`src/rtl/maroc_sc_receiver.sv`:
```
// maroc_sc_receiver: FPGA-side receiver for the MAROC slow-control serial link.
// It synchronises CK_SC, D_SC and RSTn_SC to CK_in and detects falling edges of
// the synchronised CK_SC. On each falling edge it shifts one bit into a FRAME_LEN
// shift register, LSB first, and latches every complete frame into sc_frame.
// Optional feature: define MAROC_SC_READBACK_EN to add the Q_SC readback output,
// a registered copy of the bit that is being shifted out.
module maroc_sc_receiver #(
  parameter int FRAME_LEN   = 829,
  parameter int SYNC_STAGES = 2,
  parameter int CNT_W       = 10
) (
  input  logic                 CK_in,
  input  logic                 RSTn,
  input  logic                 CK_SC,
  input  logic                 D_SC,
  input  logic                 RSTn_SC,
  output logic [FRAME_LEN-1:0] sc_frame,
  output logic                 frame_valid,
  output logic [CNT_W-1:0]     bit_cnt,
  output logic                 err_short,
  output logic                 busy
`ifdef MAROC_SC_READBACK_EN
  ,
  output logic                 Q_SC
`endif
);

  localparam logic [CNT_W-1:0] LAST_BIT = CNT_W'(FRAME_LEN - 1);

  typedef enum logic {IDLE, SHIFT} state_t;

  logic [SYNC_STAGES-1:0] ck_sync_q, d_sync_q, rst_sync_q;
  logic                   ck_prev_q, rst_prev_q;
  logic                   ck_s, d_s, rst_s;
  logic                   ck_fall, rst_fall, link_rst;

  state_t                 state_q, state_d;
  logic [FRAME_LEN-1:0]   shreg_q, shreg_d;
  logic [FRAME_LEN-1:0]   frame_q, frame_d;
  logic [CNT_W-1:0]       cnt_q, cnt_d;
  logic                   valid_q, valid_d;
  logic                   err_q, err_d;

  // Synchronisers; CK_SC and RSTn_SC idle high so they reset to 1 and no false edge appears on release.
  always_ff @(posedge CK_in or negedge RSTn) begin
    if (!RSTn) begin
      ck_sync_q  <= '1;
      rst_sync_q <= '1;
      d_sync_q   <= '0;
      ck_prev_q  <= 1'b1;
      rst_prev_q <= 1'b1;
    end else begin
      ck_sync_q  <= {ck_sync_q[SYNC_STAGES-2:0], CK_SC};
      rst_sync_q <= {rst_sync_q[SYNC_STAGES-2:0], RSTn_SC};
      d_sync_q   <= {d_sync_q[SYNC_STAGES-2:0], D_SC};
      ck_prev_q  <= ck_s;
      rst_prev_q <= rst_s;
    end
  end

  assign ck_s     = ck_sync_q[SYNC_STAGES-1];
  assign d_s      = d_sync_q[SYNC_STAGES-1];
  assign rst_s    = rst_sync_q[SYNC_STAGES-1];
  assign ck_fall  = ck_prev_q & ~ck_s;
  assign rst_fall = rst_prev_q & ~rst_s;
  assign link_rst = ~rst_s;

  // FSM state, shift register, counter and output registers.
  always_ff @(posedge CK_in or negedge RSTn) begin
    if (!RSTn) begin
      state_q <= IDLE;
      shreg_q <= '0;
      frame_q <= '0;
      cnt_q   <= '0;
      valid_q <= 1'b0;
      err_q   <= 1'b0;
    end else begin
      state_q <= state_d;
      shreg_q <= shreg_d;
      frame_q <= frame_d;
      cnt_q   <= cnt_d;
      valid_q <= valid_d;
      err_q   <= err_d;
    end
  end

  // Next-state logic: a link reset overrides any coincident edge; the last bit latches the frame.
  always_comb begin
    state_d = state_q;
    shreg_d = shreg_q;
    frame_d = frame_q;
    cnt_d   = cnt_q;
    valid_d = 1'b0;
    err_d   = 1'b0;
    if (link_rst) begin
      shreg_d = '0;
      cnt_d   = '0;
      state_d = IDLE;
      // A reset that lands on the final edge is not reported as a short frame.
      err_d   = rst_fall && (cnt_q != '0) && !(ck_fall && (cnt_q == LAST_BIT));
    end else if (ck_fall) begin
      shreg_d = {d_s, shreg_q[FRAME_LEN-1:1]};
      case (state_q)
        IDLE: begin
          cnt_d   = CNT_W'(1);
          state_d = SHIFT;
        end
        SHIFT: begin
          if (cnt_q == LAST_BIT) begin
            frame_d = shreg_d;
            valid_d = 1'b1;
            cnt_d   = '0;
            state_d = IDLE;
          end else begin
            cnt_d = cnt_q + CNT_W'(1);
          end
        end
        default: state_d = IDLE;
      endcase
    end
  end

  assign sc_frame    = frame_q;
  assign frame_valid = valid_q;
  assign bit_cnt     = cnt_q;
  assign err_short   = err_q;
  assign busy        = (state_q == SHIFT);

`ifdef MAROC_SC_READBACK_EN
  logic q_sc_q;

  // Readback: registered copy of the bit at the output end of the shift register.
  always_ff @(posedge CK_in or negedge RSTn) begin
    if (!RSTn) begin
      q_sc_q <= 1'b0;
    end else if (link_rst) begin
      q_sc_q <= 1'b0;
    end else begin
      q_sc_q <= shreg_q[0];
    end
  end

  assign Q_SC = q_sc_q;
`endif

endmodule

```
`config.mk`:
```
export PLATFORM = sky130hd
export DESIGN_NAME = maroc_sc_receiver
export DESIGN_NICKNAME = d
export VERILOG_FILES = /design/src/rtl/maroc_sc_receiver.sv
export SDC_FILE = /design/constraint.sdc
export NUM_CORES = 2
export LEC_CHECK = 0
export ABC_AREA = 0
export BUFFER_PORTS_ARGS = -buffer_cell sky130_fd_sc_hd__buf_2
export CAP_MARGIN = 10
export CORE_AREA = 8 8 338 340
export DETAILED_ROUTE_END_ITERATION = 6
export DIE_AREA = 0 0 346 348
export GPL_ROUTABILITY_DRIVEN = 0
export PLACE_DENSITY_LB_ADDON = 0.05
export SLEW_MARGIN = 40
export SYNTH_ARGS = -nofsm -noshare
export SYNTH_HDL_FRONTEND = slang
export SYNTH_SLANG_ARGS = --single-unit
export TNS_END_PERCENT = 1
```
`constraint.sdc`:
```
create_clock -name CK_in -period 4.65 [get_ports CK_in]
set_input_delay 1.395 -clock CK_in [delete_from_list [all_inputs] [get_ports CK_in]]
set_output_delay 1.395 -clock CK_in [all_outputs]
set_load 0.005 [all_outputs]
```
Word-level counts from Yosys, hierarchy flattened:

Cells that the tools add are included.

* register bits after elaboration: 1679
* input port bits: 5
* output and inout port bits: 842
* word-level logic and storage cells: 40

* $add $sub $neg: 1
* eq/ne operators: 2
* muxes and demuxes: 15
* bitwise gates (word level): 5
* reductions and logical operators: 6

Operators with widths (count)
* $mux 829: 2
* $mux 10: 3
* $pmux 10 s2: 1
* $add 10x1->10 const B: 1
* $eq 10x10->1 const B: 1
* $reduce_bool 10->1: 1
* $mux 1: 8
* $reduce_and 4->1: 1
* $logic_and 1x1->1: 3
* $not 1->1: 3
* $and 1x1->1: 2
* $ne 2x1->1 const B: 1
* $pmux 1 s2: 1
* $logic_not 1->1: 1

Logic depth before layout (Yosys ltp):

* depth in word-level cells: 6
* depth in mapped cells: 10
* gate-level depth less buffers: 6

Worst setup path after synthesis:

OpenSTA, ideal clock, no wires.

* path type: reg2reg
* start point: register cnt_q[0], in the netlist bit_cnt[0]
* end point: register frame_q[100], in the netlist sc_frame[100]
* library setup time: 0.116 ns
* arrival: 2.154 ns
* required time: 4.534 ns
* path slack: 2.379 ns
* stages on the path, launching flop included: 11
* buffers on the path: 4
* period minus slack after synthesis: 2.271 ns
* cell sequence: dfrtp_1 -> inv_1 -> ha_1 -> or3b_1 -> buf_2 -> or4_1 -> buf_4 -> buf_6 -> buf_6 -> nand2_1 -> nand2_1

* word-level cells in the longest chain between the ends: 2

RTL lines
* start, declared: RTL line 40 `logic [CNT_W-1:0] cnt_q, cnt_d;`
* start signal, assigned: RTL line 81 `cnt_q <= cnt_d;`
* $eq 10x10->1: RTL line 109 `if (cnt_q == LAST_BIT) begin`
* $reduce_and 4->1 (no source line)
* end signal, assigned: RTL line 80 `frame_q <= frame_d;`
* end, declared: RTL line 39 `logic [FRAME_LEN-1:0] frame_q, frame_d;`

Every way passes these cells.
A chain may end at the register's enable or synchronous reset.

Worst setup path in the final report:

* start point: register cnt_q[0], in the netlist bit_cnt[0]
* end point: register frame_q[345], in the netlist sc_frame[345]

The elaborated chain is that of the path after synthesis.

==> metrics.txt <==
outcome complete, no violations; first-pass GRT wire length about 290000 µm; clock period minus worst slack approximately 3 ns; root buf cell clkbuf_16; Routed wire per std cell 19.3 µm; top_reg_cell synth dfrtp_1; Clock Latency Late Sink roughly 0.75 ns; H-tree depth 4; Layout fillers 8615; Lkg Pwr slightly above 0.04 µW; vias ~51k; MaxCap Viol Count 0; Clock Skew between 0.02 and 0.025 ns; number of flops mapped to enable cells by yosys 0; Synth async-reset ratio 100%; number of DRC markers in iteration 0 ~4.4k; total grt overflow 0; synth cell count leaders nand2_1 (4151), dfrtp_1 (1672), a21boi_0 (828); Ys Warns 0; Crit. End Element flop; wirelength, routed ~180000 µm; Cell Pwr Density ~370 nW/µm²; crit path kind reg -> reg; Die Ht 348 µm; final number of hold-violating endpoints 0; # hold bufs at CTS 0; Critical Path Fanout Max 98; Slew @ Worst Pin 0.855 ns; Residual DRC 0; share of the synthesized area in the top cell type 62.7%; Startpoint Class flop; Critical Path AT roughly 3.7 ns; Initial Util 61.1%; Total GRT Usage 29.5%; core area about 110000 µm²; count leader, synth nand2_1; Yosys top cell by area dfrtp_1; maximum vdd drop 0.280 mV; IO buf count 846; worst reg-to-reg setup slack roughly 1.6 ns; setup_tns 0 ns; register area share after synthesis between 60% and 70%; Rows between 100 and 150; Vias/cell approximately 5.4; Synth Instances a little over 7k; die area about 120000 µm²; Synth Net Count between 7k and 8k; Avg Cell Area, Syn ~9.3 µm²; Post-CTS Setup Bufs 0; hpwl dp roughly 120000 µm; layout cells sized above 1 between 15 and 20%; Relative slew margins 43.0%; Post-Syn Area between 60000 and 70000 µm²; Die Width 346 µm; Max Slew Vio Count 0; RSZ-0062 raised after global routing false; drt pass-1 iters 7; P&R area growth vs syn 15.5%; Reg clk slew, reported paths roughly 0.06 ns; Max Fclk about 330 MHz; Final Util slightly above 70%; initial antenna violation count 3; antenna-violating nets left 0; CTS tree done; # clock sinks 1678; Tightest Hold Check Type reg -> reg; fin crit share between 60% and 70%; # IOs about 850; critical path required time approximately 5.3 ns; post-CTS resize count 0; Num CTS Buffers 167; top post-synthesis cells by area dfrtp_1 (63%), nand2_1 (23%), a21boi_0 (9.3%); largest net degree at the start of global routing 189; Yosys cell types 39; nets about 7.8k; Max Buffers Root-to-Sink 3; vias in the first global route around 50k; Final setup viols 0; #FFs+latches synth 1678
## per-layer routing
layer	share of wire, %	wire length [µm]	vias up	global-route usage (%)
met5	0	0	-	0
met3	6.7	12100	421	5.88
met2	46	83700	1661	45.9
met4	6.7	12100	0	17.4
met1	40	72800	25100	39.0
li1	-	-	23600	-
## state kept, by name, summed over array words and instances, names as in the netlist
signal / cells
frame_valid: 1
ck_sync_q: 2
busy: 1
shreg_q: 828
rst_prev_q: 1
rst_sync_q: 2
bit_cnt: 10
ck_prev_q: 1
d_sync_q: 2
sc_frame: 829
err_short: 1
## final timing paths
kind	startpoint	to	cells after the start
worst max-delay path	bit_cnt[0]	sc_frame[345]	9
worst min register to register	ck_sync_q[0]	ck_sync_q[1]	0
min in group asynchronous	RSTn	sc_frame[743]	1
max in group asynchronous	RSTn	sc_frame[92]	3
worst min-delay path	ck_sync_q[0]	ck_sync_q[1]	0
worst max register to register	bit_cnt[0]	sc_frame[345]	9
## final cells by class
cell class,count,area (µm²),share of cell area (%)
Clock inverter,45,412,0.534
Tap cell,1426,1780,2.31
Multi-Input combinational cell,5040,22200,28.8
Timing Repair Buffer,937,5600,7.26
Inverter,3,11.3,0.0146
Antenna cell,1,2.50,0.00325
Clock buffer,247,5080,6.59
Sequential cell,1678,42000,54.5
## through the flow
step	setup slack [ns]	total power, µW	std cells	cell area (µm²)	hold WS (ns)
after floorplan	2.38	15200	7185	66700	0.331
after global routing	1.42	29700	9376	77100	0.360
after detailed placement	1.64	15700	9080	71500	0.350
after global placement	1.60	15700	9075	71400	0.349
after CTS	1.61	29100	9372	77000	0.358
final	1.58	28900	9377	77100	0.358
## power breakdown
part           switching [µW]  internal, µW  total (µW)  leakage [µW]
combinational             640           175         815        0.0145
clock                    5510          7900       13400       0.00275
sequential               12.6         14600       14600        0.0234
## critical path: stages (launching register included)
cell and delay (ns):
dfrtp_1 0.44, inv_1 0.09, ha_1 0.13, or3b_1 0.46
or4_4 0.73, buf_12 0.23, buf_12 0.24, buf_16 0.30
nand2_1 0.13, nand2_1 0.07
## kinds of logic after synthesis
family | count (synthesis) | share of synthesized area, %
AND/OR/NAND/NOR | 4184 | 23.6
buffers and inverters | 467 | 3.82
adder cells (fa/ha/maj) | 2 | 0.0375
AO/OA/AOI/OAI | 852 | 9.55
XOR/XNOR | 2 | 0.0263
flip-flops | 1678 | 62.9
## cell usage in the layout (no fill, tap or decap), types with 2 or more instances in the layout
| cell type | count |
|---|---|
| nand2_1 | 4151 |
| dfrtp_1 | 1672 |
| buf_2 | 845 |
| a21boi_0 | 828 |
| clkbuf_16 | 175 |
| clkbuf_8 | 43 |
| buf_12 | 42 |
| buf_4 | 39 |
| clkinv_2 | 35 |
| clkbuf_1 | 29 |
| nand3_1 | 7 |
| o21ai_0 | 7 |
| bufinv_16 | 7 |
| buf_16 | 7 |
| nor2_1 | 6 |
| a21oi_1 | 5 |
| dfstp_2 | 5 |
| nor3_1 | 4 |
| buf_6 | 4 |
| inv_1 | 3 |
| and2_1 | 2 |
| xnor2_1 | 2 |
| o31ai_1 | 2 |
| a31oi_1 | 2 |
| ha_1 | 2 |
| inv_6 | 2 |
Power figures use the tool's default switching activity.
